File: src/rtl/regfile_wr_arbiter_pkg.sv
// Shared register-bank constants and the write-arbiter state type.
// Imported by the arbiter, its interface and any future bank schedulers.
package regfile_pkg;

    localparam int REG_ADDR_W = 5;
    localparam int REG_DATA_W = 32;
    localparam int REG_COUNT  = 32;

    typedef enum logic {
        IDLE   = 1'b0,
        LOCKED = 1'b1
    } arb_state_t;

endpackage

File: src/rtl/regfile_wr_arbiter_if.sv
// Requester-side request bundle plus the registered register-bank write port.
// master = requesters/bank side, slave = arbiter.
interface regfile_wr_arbiter_if
    import regfile_pkg::*;
#(
    parameter int N_REQ  = 4,
    parameter int ADDR_W = REG_ADDR_W,
    parameter int DATA_W = REG_DATA_W
);
    localparam int ID_W = $clog2(N_REQ);

    logic [N_REQ-1:0]        req_valid;
    logic [N_REQ-1:0]        req_lock;
    logic [N_REQ*ADDR_W-1:0] req_addr;
    logic [N_REQ*DATA_W-1:0] req_data;
    logic [N_REQ-1:0]        req_ready;
    logic                    wr_en;
    logic [ADDR_W-1:0]       wr_addr;
    logic [DATA_W-1:0]       wr_data;
    logic [ID_W-1:0]         grant_id;
    logic                    locked;

    modport master (
        output req_valid, req_lock, req_addr, req_data,
        input  req_ready, wr_en, wr_addr, wr_data, grant_id, locked
    );

    modport slave (
        input  req_valid, req_lock, req_addr, req_data,
        output req_ready, wr_en, wr_addr, wr_data, grant_id, locked
    );

endinterface

File: src/rtl/regfile_wr_arbiter_rr_pick.sv
// Round-robin picker: first set request at or after i_start, wrapping; combinational.
// No backpressure of its own; o_grant is zero when no request is set.
module rr_pick #(
    parameter int N     = 4,
    parameter int IDX_W = $clog2(N)
) (
    input  logic [N-1:0]     i_req,
    input  logic [IDX_W-1:0] i_start,
    output logic [N-1:0]     o_grant,
    output logic [IDX_W-1:0] o_idx
);

    logic             w_found;
    logic [IDX_W-1:0] w_j;

    always_comb begin
        o_grant = '0;
        o_idx   = '0;
        w_found = 1'b0;
        w_j     = '0;
        for (int k = 0; k < N; k++) begin
            w_j = IDX_W'((int'(i_start) + k) % N);
            if (!w_found && i_req[w_j]) begin
                w_found     = 1'b1;
                o_grant[w_j] = 1'b1;
                o_idx       = w_j;
            end
        end
    end

endmodule

File: src/rtl/regfile_wr_arbiter.sv
// Round-robin write-port arbiter with lockable bursts; registered write one cycle after grant.
// req_ready is a combinational one-hot grant; non-granted requesters stall while valid.
module regfile_wr_arbiter
    import regfile_pkg::*;
#(
    parameter int N_REQ    = 4,
    parameter int LOCK_MAX = 16,
    parameter int ADDR_W   = REG_ADDR_W,
    parameter int DATA_W   = REG_DATA_W
) (
    input  logic               clk,
    input  logic               rst_n,
    regfile_wr_arbiter_if.slave bus
);

    localparam int ID_W  = $clog2(N_REQ);
    localparam int CNT_W = 8;
    localparam logic [CNT_W-1:0] LOCK_LAST = CNT_W'(LOCK_MAX - 1);
    localparam logic [CNT_W-1:0] LOCK_SAT  = CNT_W'(LOCK_MAX);
    localparam logic [ID_W-1:0]  LAST_ID   = ID_W'(N_REQ - 1);

    arb_state_t        r_state;
    logic [ID_W-1:0]   r_rr_ptr;
    logic [ID_W-1:0]   r_owner;
    logic [CNT_W-1:0]  r_lock_cnt;
    logic              r_wr_en;
    logic [ADDR_W-1:0] r_wr_addr;
    logic [DATA_W-1:0] r_wr_data;
    logic [ID_W-1:0]   r_grant_id;

    logic [ADDR_W-1:0] w_addr [N_REQ];
    logic [DATA_W-1:0] w_data [N_REQ];
    logic [N_REQ-1:0]  w_pick_grant;
    logic [ID_W-1:0]   w_pick_idx;
    logic [N_REQ-1:0]  w_ready;
    logic [ID_W-1:0]   w_idx;
    logic              w_xfer;
    logic              w_xfer_lock;
    logic              w_release;

    for (genvar i = 0; i < N_REQ; i++) begin : g_unpack
        assign w_addr[i] = bus.req_addr[i*ADDR_W +: ADDR_W];
        assign w_data[i] = bus.req_data[i*DATA_W +: DATA_W];
    end

    rr_pick #(.N(N_REQ), .IDX_W(ID_W)) u_pick (
        .i_req   (bus.req_valid),
        .i_start (r_rr_ptr),
        .o_grant (w_pick_grant),
        .o_idx   (w_pick_idx)
    );

    // While locked only the owner may be granted, even if it is idle this cycle.
    always_comb begin
        w_ready = '0;
        if (rst_n) begin
            if (r_state == IDLE) w_ready = w_pick_grant;
            else                 w_ready[r_owner] = bus.req_valid[r_owner];
        end
    end

    assign w_idx       = (r_state == IDLE) ? w_pick_idx : r_owner;
    assign w_xfer      = |w_ready;
    assign w_xfer_lock = w_xfer && bus.req_lock[w_idx];
    // Forced release also covers a count that saturated while the owner kept re-locking.
    assign w_release   = (w_xfer && !w_xfer_lock) ||
                         ((r_lock_cnt >= LOCK_LAST) && !w_xfer_lock);

    always_ff @(posedge clk) begin
        if (!rst_n) begin
            r_state    <= IDLE;
            r_rr_ptr   <= '0;
            r_owner    <= '0;
            r_lock_cnt <= '0;
            r_wr_en    <= 1'b0;
            r_wr_addr  <= '0;
            r_wr_data  <= '0;
            r_grant_id <= '0;
        end else begin
            r_wr_en <= w_xfer;
            if (w_xfer) begin
                r_wr_addr  <= w_addr[w_idx];
                r_wr_data  <= w_data[w_idx];
                r_grant_id <= w_idx;
            end
            case (r_state)
                IDLE: begin
                    if (w_xfer) begin
                        r_rr_ptr <= (w_idx == LAST_ID) ? '0 : w_idx + 1'b1;
                        if (w_xfer_lock) begin
                            r_state    <= LOCKED;
                            r_owner    <= w_idx;
                            r_lock_cnt <= '0;
                        end
                    end
                end
                LOCKED: begin
                    if (r_lock_cnt != LOCK_SAT) r_lock_cnt <= r_lock_cnt + 1'b1;
                    if (w_release) r_state <= IDLE;
                end
                default: r_state <= IDLE;
            endcase
        end
    end

    assign bus.req_ready = w_ready;
    assign bus.wr_en     = r_wr_en;
    assign bus.wr_addr   = r_wr_addr;
    assign bus.wr_data   = r_wr_data;
    assign bus.grant_id  = r_grant_id;
    assign bus.locked    = (r_state == LOCKED);

endmodule

File: src/flat_wrapper.sv
// flat-port wrapper written by rule: the top's interface ports become plain ports
module regfile_wr_arbiter_flat import regfile_pkg::*;
#(
    parameter int N_REQ    = 4,
    parameter int LOCK_MAX = 16,
    parameter int ADDR_W   = REG_ADDR_W,
    parameter int DATA_W   = REG_DATA_W
)
  (clk, rst_n, bus_req_valid, bus_req_lock, bus_req_addr, bus_req_data, bus_req_ready, bus_wr_en, bus_wr_addr, bus_wr_data, bus_grant_id, bus_locked);
  regfile_wr_arbiter_if #(.N_REQ(N_REQ), .ADDR_W(ADDR_W), .DATA_W(DATA_W)) bus_i ();
  input  logic clk;
  input  logic rst_n;
  input wire logic [$bits(bus_i.req_valid)-1:0] bus_req_valid;
  input wire logic [$bits(bus_i.req_lock)-1:0] bus_req_lock;
  input wire logic [$bits(bus_i.req_addr)-1:0] bus_req_addr;
  input wire logic [$bits(bus_i.req_data)-1:0] bus_req_data;
  output wire logic [$bits(bus_i.req_ready)-1:0] bus_req_ready;
  output wire logic [$bits(bus_i.wr_en)-1:0] bus_wr_en;
  output wire logic [$bits(bus_i.wr_addr)-1:0] bus_wr_addr;
  output wire logic [$bits(bus_i.wr_data)-1:0] bus_wr_data;
  output wire logic [$bits(bus_i.grant_id)-1:0] bus_grant_id;
  output wire logic [$bits(bus_i.locked)-1:0] bus_locked;
  assign bus_i.req_valid = bus_req_valid;
  assign bus_i.req_lock = bus_req_lock;
  assign bus_i.req_addr = bus_req_addr;
  assign bus_i.req_data = bus_req_data;
  assign bus_req_ready = bus_i.req_ready;
  assign bus_wr_en = bus_i.wr_en;
  assign bus_wr_addr = bus_i.wr_addr;
  assign bus_wr_data = bus_i.wr_data;
  assign bus_grant_id = bus_i.grant_id;
  assign bus_locked = bus_i.locked;
  regfile_wr_arbiter #(.N_REQ(N_REQ), .LOCK_MAX(LOCK_MAX), .ADDR_W(ADDR_W), .DATA_W(DATA_W)) u_core (.clk(clk), .rst_n(rst_n), .bus(bus_i));
endmodule
File: config.mk
export PLATFORM = sky130hd
export DESIGN_NAME = regfile_wr_arbiter_flat
export DESIGN_NICKNAME = d
export VERILOG_FILES = /design/src/rtl/regfile_wr_arbiter_pkg.sv /design/src/rtl/regfile_wr_arbiter_if.sv /design/src/rtl/regfile_wr_arbiter_rr_pick.sv /design/src/rtl/regfile_wr_arbiter.sv /design/src/flat_wrapper.sv
export SDC_FILE = /design/constraint.sdc
export NUM_CORES = 1
export LEC_CHECK = 0
export BUFFER_PORTS_ARGS = -buffer_cell sky130_fd_sc_hd__buf_4
export CAP_MARGIN = 30
export CORE_UTILIZATION = 50
export DETAILED_ROUTE_END_ITERATION = 16
export PLACE_DENSITY = 0.89
export SLEW_MARGIN = 10
export SYNTH_ARGS = -nofsm -noshare
export SYNTH_HDL_FRONTEND = slang
export SYNTH_SLANG_ARGS = --single-unit
File: constraint.sdc
create_clock -name clk -period 6.69 [get_ports clk]
set_input_delay 1.338 -clock clk [delete_from_list [all_inputs] [get_ports clk]]
set_output_delay 1.338 -clock clk [all_outputs]
set_load 0.01 [all_outputs]
Word-level counts from Yosys, hierarchy flattened --
Index checks and enable logic that the tools add are counted.
Word-level totals: input bits 158, flip-flop bits (word level) 53, output and inout bits 45
Operators by class: reduce and logical (&&, ||, !) cells 20, muxes and demuxes 51, bitwise logic cells 6, $add $sub $neg 5, eq/ne operators 5, magnitude comparators 13
Operators with widths (count):
- $bmux W32 S2 | 1
- $mux W32 | 2
- $mux W4 | 6
- $mux W8 | 3
- $lt A2 B3 Y1 const B | 6
- $mux W1 | 17
- $pmux W8 S2 | 1
- $bmux W1 S2 | 6
- $mux W2 | 6
- $or A4 B4 Y4 | 3
- $logic_and A1 B1 Y1 | 11
- $bmux W5 S2 | 1
- $demux W1 S2 | 5
- $ge A2 B1 Y1 const B | 5
- $mux W5 | 2
- $add A8 B1 Y8 const B | 1
- $ge A8 B4 Y1 const B | 1
- $ne A8 B5 Y1 const B | 1
- $reduce_and A3 Y1 | 2
- $add A2 B1 Y2 const B | 2
- $add A2 B2 Y2 const B | 2
- $and A4 B4 Y4 | 1
- $logic_not A1 Y1 | 4
- $ne A2 B1 Y1 const B | 2
- other kinds (9) | 9

Longest topological paths before layout --
Gate-level depths: netlist of the first run.
depth after elaboration 21, gate-level depth with buffers 13, mapped depth without buffers 9

By module --
A second synthesis of the first run with hierarchy kept.
Unflattened totals: cells, all modules 354, area total of the unflattened synthesis 3627.2 um^2
By module, submodules not included:
- regfile_wr_arbiter | sequential area each 1061.0 um^2, cells an instance 308, area an instance 3208.1 um^2, times used 1
- rr_pick | sequential area each 0.0 um^2, cells an instance 46, area an instance 419.2 um^2, times used 1

Worst setup path before layout of the first run --
OpenSTA, ideal clock, no wires.
path type input port to output port, start input port bus_req_valid[0], end output port bus_req_ready[3], data arrival time 2.514 ns, path slack 2.838 ns, cell stages on the path 4, path through or3b_1 -> a2111oi_2 -> o21ai_0 -> a41oi_1
On the way: longest elaborated chain between the ends 14
RTL lines:
- from (decl) | line flat_wrapper.sv:13 | input wire logic [$bits(bus_i.req_valid)-1:0] bus_req_valid;
- $bmux W1 S2 | line regfile_wr_arbiter_rr_pick.sv:23 | if (!w_found && i_req[w_j]) begin
- $mux W1 (not written as such) | line regfile_wr_arbiter_rr_pick.sv:23
- $mux W1 | line regfile_wr_arbiter_rr_pick.sv:23
- $logic_not A1 Y1 | line regfile_wr_arbiter_rr_pick.sv:23
- $logic_and A1 B1 Y1 | line regfile_wr_arbiter_rr_pick.sv:23
- $mux W1 | line regfile_wr_arbiter_rr_pick.sv:23
- $logic_not A1 Y1 | line regfile_wr_arbiter_rr_pick.sv:23
- $logic_and A1 B1 Y1 | line regfile_wr_arbiter_rr_pick.sv:23
- $mux W1 | line regfile_wr_arbiter_rr_pick.sv:23
- $logic_not A1 Y1 | line regfile_wr_arbiter_rr_pick.sv:23
- $logic_and A1 B1 Y1 | line regfile_wr_arbiter_rr_pick.sv:23
- $mux W4 | line regfile_wr_arbiter_rr_pick.sv:23
- $mux W4 (*) | line regfile_wr_arbiter.sv:57 | if (r_state == IDLE) w_ready = w_pick_grant;
- $mux W4 (*) | line regfile_wr_arbiter.sv:56 | if (rst_n) begin
- to (decl) | line flat_wrapper.sv:17 | output wire logic [$bits(bus_i.req_ready)-1:0] bus_req_ready;
Mark *: on every way between the ends. The rest lies on a longest branch, timed or not. The select of a mux whose other input is x is not followed.

Worst setup path in the final report of the first run --
start register u_core.r_rr_ptr[0], end output port bus_req_ready[1]
On the way: longest elaborated chain between the ends 14
RTL lines:
- from (decl) | line regfile_wr_arbiter.sv:23 | logic [ID_W-1:0] r_rr_ptr;
- from (signal assigned) | line regfile_wr_arbiter.sv:89 | r_rr_ptr <= (w_idx == LAST_ID) ? '0 : w_idx + 1'b1;
- parallel branches: the longest is 11 deep, another holds $lt A2 B3 Y1
- $mux W4 (*) | line regfile_wr_arbiter_rr_pick.sv:23
- $mux W4 (*) | line regfile_wr_arbiter.sv:57
- $mux W4 (*) | line regfile_wr_arbiter.sv:56
Mark *: on every way between the ends. The select of a mux whose other input is x is not followed.

==> results.toml, run 1 <==
[critical_path]
timing.rr.start = "u_core.r_rr_ptr[0]"
path_cells = "inv_1 > ha_1 > or3b_1 > a2111oi_2 > o21ai_0 > a41oi_1 > buf_4"
path_class = "reg2out"
worst_ep_required_time_ns = 5.35
slowest_delay_ns = 0.80
cp.arrival_ns = 3.59
critPathTopFamily = "compound AO/OA/AOI/OAI gates"
crit_start = "u_core.r_rr_ptr[0]"
reg2regPathDepth = 10
crit_end = "bus_req_ready[1]"
cp_max_fo = 19
r2r-end = "u_core.r_lock_cnt[2]"
worstSetupEndpointType = "output pin"
reg2reg_slack_ns = 2.02
critPathLaunchType = "register"
cp_num_buf_inv = 2
worstSetupPathDepth = 7
cp_slowest_cell = "dfxtp_1"

[global_route]
overflow = 0
grt_usage_pct = 29.9
antenna_found_initial = 0
grt_first_pass_wirelength_mm = 20.1
grt_max_degree = 88
grt_pass1_vias = 4165

[placed_design]
dp_hpwl_mm = 9.34
portBuffers = 202
finalWeightedCongestion = 0.953
place_inst = 807

[drt]
drc = 0
ant_nets = 0
drt-total-wl_mm = 12.5
vias = 4612
viasPerCell = 5.65
wl_per_cell_um = 15.3
drtIter0Drc = 233
drt_pre_antenna_iters = 5

[floorplan]
fp.dieH_um = 89.9
core_um2 = 7370
initial_utilization_pct = 52.4
io_pins = 203
row_count = 31
dieArea_um2 = 8070
die_w_um = 89.9

[cts]
post_cts_resized = 0
cts_tree = "built"
clockRootBuffer = "clkbuf_8"
cts_num_sinks = 53
cts_htree_levels = 2
cts_buffer_depth = 2
post_cts_buffers = 0
clk_latency_ns = 0.31
numCtsBuffers = 5
cts_hold_buf = 0
clk_pin_slew_ns = 0.11

[logic_synthesis]
postSynthAreaPerCell_um2 = 7.00
async_flop_share_pct = 0
synth_seq_cells = 53
netlist_instances = 551
syn-num-nets = 719
yosysUniqueCellTypes = 46
synth_area_um2 = 3860
ys_warn_count = 0
synthFlopType = "dfxtp_1"
yosysSeqAreaShare_pct = 27.5
synth_edf_count = 0

[sta]
final.setup.tns_ns = 0
worst-slew-pin-transition_ns = 0.870
clock.fmax_mhz = 203
whs_ns = 0.470
slew_viol_final = 0
finalHoldViolCount = 0
skew_ns = 0.0111
maxSlewHeadroom_pct = 41.9
min_period_over_period_pct = 73.7
setup_viol_count_final = 0
rsz0062_at_grt = "no"
period_needed_ns = 4.93

[flow_run]
max_cap_viol_count = 0

[cells_and_area]
diodes = 0
fill_cells = 629
drive_gt1_share_pct = 32.1
final_cells = 816
multi_input_area_um2 = 2580
layout.nets = 884
seq_area_um2 = 1060
areaGrowthSynthToFinish_pct = 41.5

[pwr]
cellPowerDensity_nw_per_um2 = 467
cellLeakagePower_nw = 2.72
ir_drop_uv = 257

[min_path]
hp-class = "reg2reg"

[outcome]
status = "completed"
layer usage:
layer | part of all wire, % | GRT usage (%)
met1 | 40 | 36.8
met2 | 51 | 54.2
met3 | 6.6 | 5.58
met4 | 1.9 | 6.45
met5 | 0 | 0
logic make-up after synthesis:
kind of cell	Yosys count	synth area share (%)
adder cells (fa/ha/maj)	10	3.24
flip-flops	53	27.5
buffers and inverters	59	6.39
AO/OA/AOI/OAI	80	15.3
XOR/XNOR	7	1.59
multiplexers	14	4.38
AND/OR/NAND/NOR	328	41.6
worst min-delay path: cells and delay by family, from the launching register on:
family	cells	cell delay (ns)
AO/OA/AOI/OAI	1	0.06
flip-flops	1	0.32
AND/OR/NAND/NOR	1	0.06
sequential cells by signal, summed over array words and instances (netlist names):
| name | flops |
|---|---|
| u_core.bus.wr_data | 32 |
| u_core.bus.wr_en | 1 |
| u_core.r_rr_ptr | 2 |
| u_core.bus.locked | 1 |
| u_core.r_owner | 2 |
| u_core.bus.grant_id | 2 |
| u_core.r_lock_cnt | 8 |
| u_core.bus.wr_addr | 5 |
where the power goes:
part           internal [mW]  leakage (nW)  total (mW)  switching, mW
Combinational          0.778          2.23        1.77          0.990
Sequential             0.468         0.442       0.590          0.121
Clock                 0.0785        0.0506       0.195          0.116
Total                   1.33          2.72        2.55           1.23
Yosys cell counts (3+ instances only):
master	count	area share, %
nand4_1	4	0.65
nor2b_1	5	0.81
xnor2_1	7	1.6
mux2i_1	9	2.3
a21oi_1	7	0.91
ha_1	10	3.2
and3_1	81	13
clkbuf_1	29	2.8
inv_1	10	0.97
nand3_1	48	6.2
nand2_1	164	16
mux2_2	3	0.88
or3_1	3	0.49
a41oi_1	4	0.91
dfxtp_1	53	27
buf_2	20	2.6
nand3b_1	7	1.4
o21ai_0	11	1.4
nor2_1	4	0.39
o31ai_1	39	7.6
stage by stage:
step | utilization (%) | area (um2) | setup WS (ns) | total power, mW
finish | 74.1 | 5460 | 1.76 | 2.55
global route | 74.1 | 5460 | 1.45 | 2.76
CTS | 73.9 | 5450 | 1.80 | 2.53
detailed placement | 72.6 | 5350 | 2.14 | 2.34
global placement | 72.4 | 5340 | 2.26 | 2.27
floorplan | - | 3860 | 2.84 | 1.80
worst min path at each step:
stage                           start                     end  slack, ns  cells after the start
2_1_floorplan       u_core.r_owner[0]       u_core.r_owner[0]       0.48                      2
3_3_place_gp    u_core.bus.wr_addr[4]   u_core.bus.wr_addr[4]       0.45                      2
3_5_place_dp   u_core.bus.wr_data[24]  u_core.bus.wr_data[24]       0.46                      2
4_1_cts        u_core.bus.wr_data[24]  u_core.bus.wr_data[24]       0.47                      2
5_1_grt        u_core.bus.wr_data[24]  u_core.bus.wr_data[24]       0.49                      2
6_report       u_core.bus.wr_data[24]  u_core.bus.wr_data[24]       0.47                      2
cell usage in the layout (no fill, tap or decap), types with 3 or more instances in the layout:
cell	n
mux2_2	3
inv_1	10
nor2_1	4
nand4_1	4
nand3_1	48
nand3b_1	7
buf_4	205
nor2b_1	5
clkbuf_8	5
xnor2_1	7
or3_1	3
a41oi_1	4
o21ai_0	10
and3_1	81
a21oi_1	7
dfxtp_1	53
mux2i_1	8
nand2_1	164
ha_1	10
o31ai_1	39
cell type report:
type                    instances  area share (%)
clock buffers                   5            1.26
multi-input cells             439            47.2
flip-flops and latches         53            19.4
inverters                      10           0.687
clock inverters                 3           0.527
well taps                      99            2.27
repair buffers                207            28.7
No activity file was read; power rests on OpenSTA's default activity.
==> run 2: changes to the inputs <==
--- a/config.mk
+++ b/config.mk
@@ -7,9 +7,9 @@
 export LEC_CHECK = 0
 export BUFFER_PORTS_ARGS = -buffer_cell sky130_fd_sc_hd__buf_4
 export CAP_MARGIN = 30
-export CORE_UTILIZATION = 50
+export CORE_UTILIZATION = 46
 export DETAILED_ROUTE_END_ITERATION = 16
-export PLACE_DENSITY = 0.89
+export PLACE_DENSITY = 0.82
 export SLEW_MARGIN = 10
 export SYNTH_ARGS = -nofsm -noshare
 export SYNTH_HDL_FRONTEND = slang
==> constraint.sdc (replaced) <==
create_clock -name clk -period 4.8 [get_ports clk]
set_input_delay 0.96 -clock clk [delete_from_list [all_inputs] [get_ports clk]]
set_output_delay 0.96 -clock clk [all_outputs]
set_load 0.01 [all_outputs]
==> run 2 against run 1 <==
Against the previous run:
- wire length grew 0.16%
- die area up 8.5%
- clock-buffer cell count increased by 2
- largest power group unchanged
==> results.toml, run 2 (synthesis results as in run 1) <==
[outcome]
status = "completed"

[sta]
period_needed_ns = 4.45
clock.fmax_mhz = 225
finalHoldViolCount = 0
skew_ns = 0.00814
slew_viol_final = 0
min_period_over_period_pct = 92.8
worst-slew-pin-transition_ns = 0.916
rsz0062_at_grt = "no"
maxSlewHeadroom_pct = 38.9
setup_viol_count_final = 0
final.setup.tns_ns = 0

[floorplan]
initial_utilization_pct = 47.2
io_pins = 203
die_w_um = 93.6
core_um2 = 8180
dieArea_um2 = 8760
fp.dieH_um = 93.6
row_count = 33

[global_route]
grt_usage_pct = 27.7
grt.busiest_layer = "met2"
grt_max_degree = 76
met2_usage_pct = 47.9
overflow = 0
grt.met3_usage_pct = 5.85
grtUsageMet1_pct = 34.1
grt_pass1_vias = 4125
grt_first_pass_wirelength_mm = 19.4
antenna_found_initial = 0

[cts]
clk_pin_slew_ns = 0.10
cts_buffer_depth = 2
post_cts_buffers = 0
cts_tree = "built"
clk_latency_ns = 0.30
cts_num_sinks = 53
clockRootBuffer = "clkbuf_8"
cts_hold_buf = 0
post_cts_resized = 0
numCtsBuffers = 5
cts_htree_levels = 2

[drt]
ant_nets = 0
drtIter0Drc = 202
drc = 0
drt_pre_antenna_iters = 4
wl_per_cell_um = 15.2
drt-total-wl_mm = 12.5
viasPerCell = 5.47
vias = 4500

[pwr]
cellLeakagePower_nw = 2.71
ir_drop_uv = 486
cellPowerDensity_nw_per_um2 = 646

[placed_design]
finalWeightedCongestion = 0.899
portBuffers = 202
dpl-instance-area_um2 = 5380
dp_hpwl_mm = 9.50

[min_path]
min_to = "u_core.bus.wr_addr[3]"
hold_depth = 2
hp-class = "reg2reg"
hold_start = "u_core.bus.wr_addr[3]"

[critical_path]
cp.arrival_ns = 3.49
path_cells = "inv_1 > ha_1 > or3b_1 > a2111oi_2 > o21ai_0 > a41oi_1 > buf_4"
cp_slowest_cell = "dfxtp_1"
reg2regPathDepth = 10
path_class = "reg2out"
slowest_delay_ns = 0.76
worstSetupEndpointType = "output pin"
critPathLaunchType = "register"
critPathTopFamily = "compound AO/OA/AOI/OAI gates"
cp_num_buf_inv = 2
cp_max_fo = 19
worst_ep_required_time_ns = 3.84
reg2reg_slack_ns = 0.48
r2r-end = "u_core.r_lock_cnt[6]"
timing.rr.start = "u_core.r_rr_ptr[0]"

[cells_and_area]
layout.nets = 885
drive_gt1_share_pct = 31.9
final_common_cell = "buf_4"
largest_reg_flops = 32
layout_common_cells = "buf_4 (207), nand2_1 (164), and3_1 (81)"
areaGrowthSynthToFinish_pct = 41.6
fin_area_um2 = 5460
diodes = 0

[flow_run]
max_cap_viol_count = 0
[run 2: worst register-to-register path: stages (launching register included)]
cell and delay (ns):
dfxtp_1 0.76, inv_1 0.32, ha_1 0.53, or3b_1 0.44, a2111oi_2 0.46, o21ai_0 0.14, a41oi_1 0.36, nor4_4 0.09
buf_4 0.22, or4b_1 0.68, and3_1 0.25
[run 2: final cells by class]
class	instances	area, um2
Tap cell	105	131
Inverter	10	37.5
Clock buffer	7	76.3
Sequential cell	53	1060
Timing Repair Buffer	208	1570
Multi-Input combinational cell	439	2580
Fill cell	710	2710
Clock inverter	1	7.51
[run 2: power breakdown]
part           switching [mW]  total [mW]  internal (mW)
clock network           0.145       0.248          0.104
registers               0.165       0.817          0.653
logic                    1.37        2.46           1.09
[run 2: how the worst max path moves through the flow]
stage                      endpoint  slack [ns]  depth (start not counted)          startpoint
6_report           bus_req_ready[2]        0.35                          7  u_core.r_rr_ptr[0]
5_1_grt            bus_req_ready[1]        0.11                          7  u_core.r_rr_ptr[0]
4_1_cts            bus_req_ready[3]        0.37                          7  u_core.r_rr_ptr[0]
3_5_place_dp   u_core.r_lock_cnt[6]        0.52                         10  u_core.r_rr_ptr[0]
3_3_place_gp   u_core.r_lock_cnt[6]        0.66                         10  u_core.r_rr_ptr[0]
2_1_floorplan  u_core.r_lock_cnt[6]        1.49                         12  u_core.r_rr_ptr[0]
[run 2: metal layers]
metal	wire length [um]	vias to the layer above
met5	0	-
li1	-	2271
met2	6380	146
met1	5090	2061
met3	729	22
met4	310	0
[run 2: stage by stage]
stage	setup slack, ns	hold slack (ns)	total power [mW]	cells	util, %
after floorplan	1.49	0.481	2.51	551	-
after global placement	0.664	0.454	3.22	815	65.8
after detailed placement	0.524	0.460	3.29	815	65.8
after CTS	0.369	0.473	3.53	823	66.8
after global routing	0.108	0.488	3.82	823	66.8
final	0.348	0.471	3.53	823	66.8
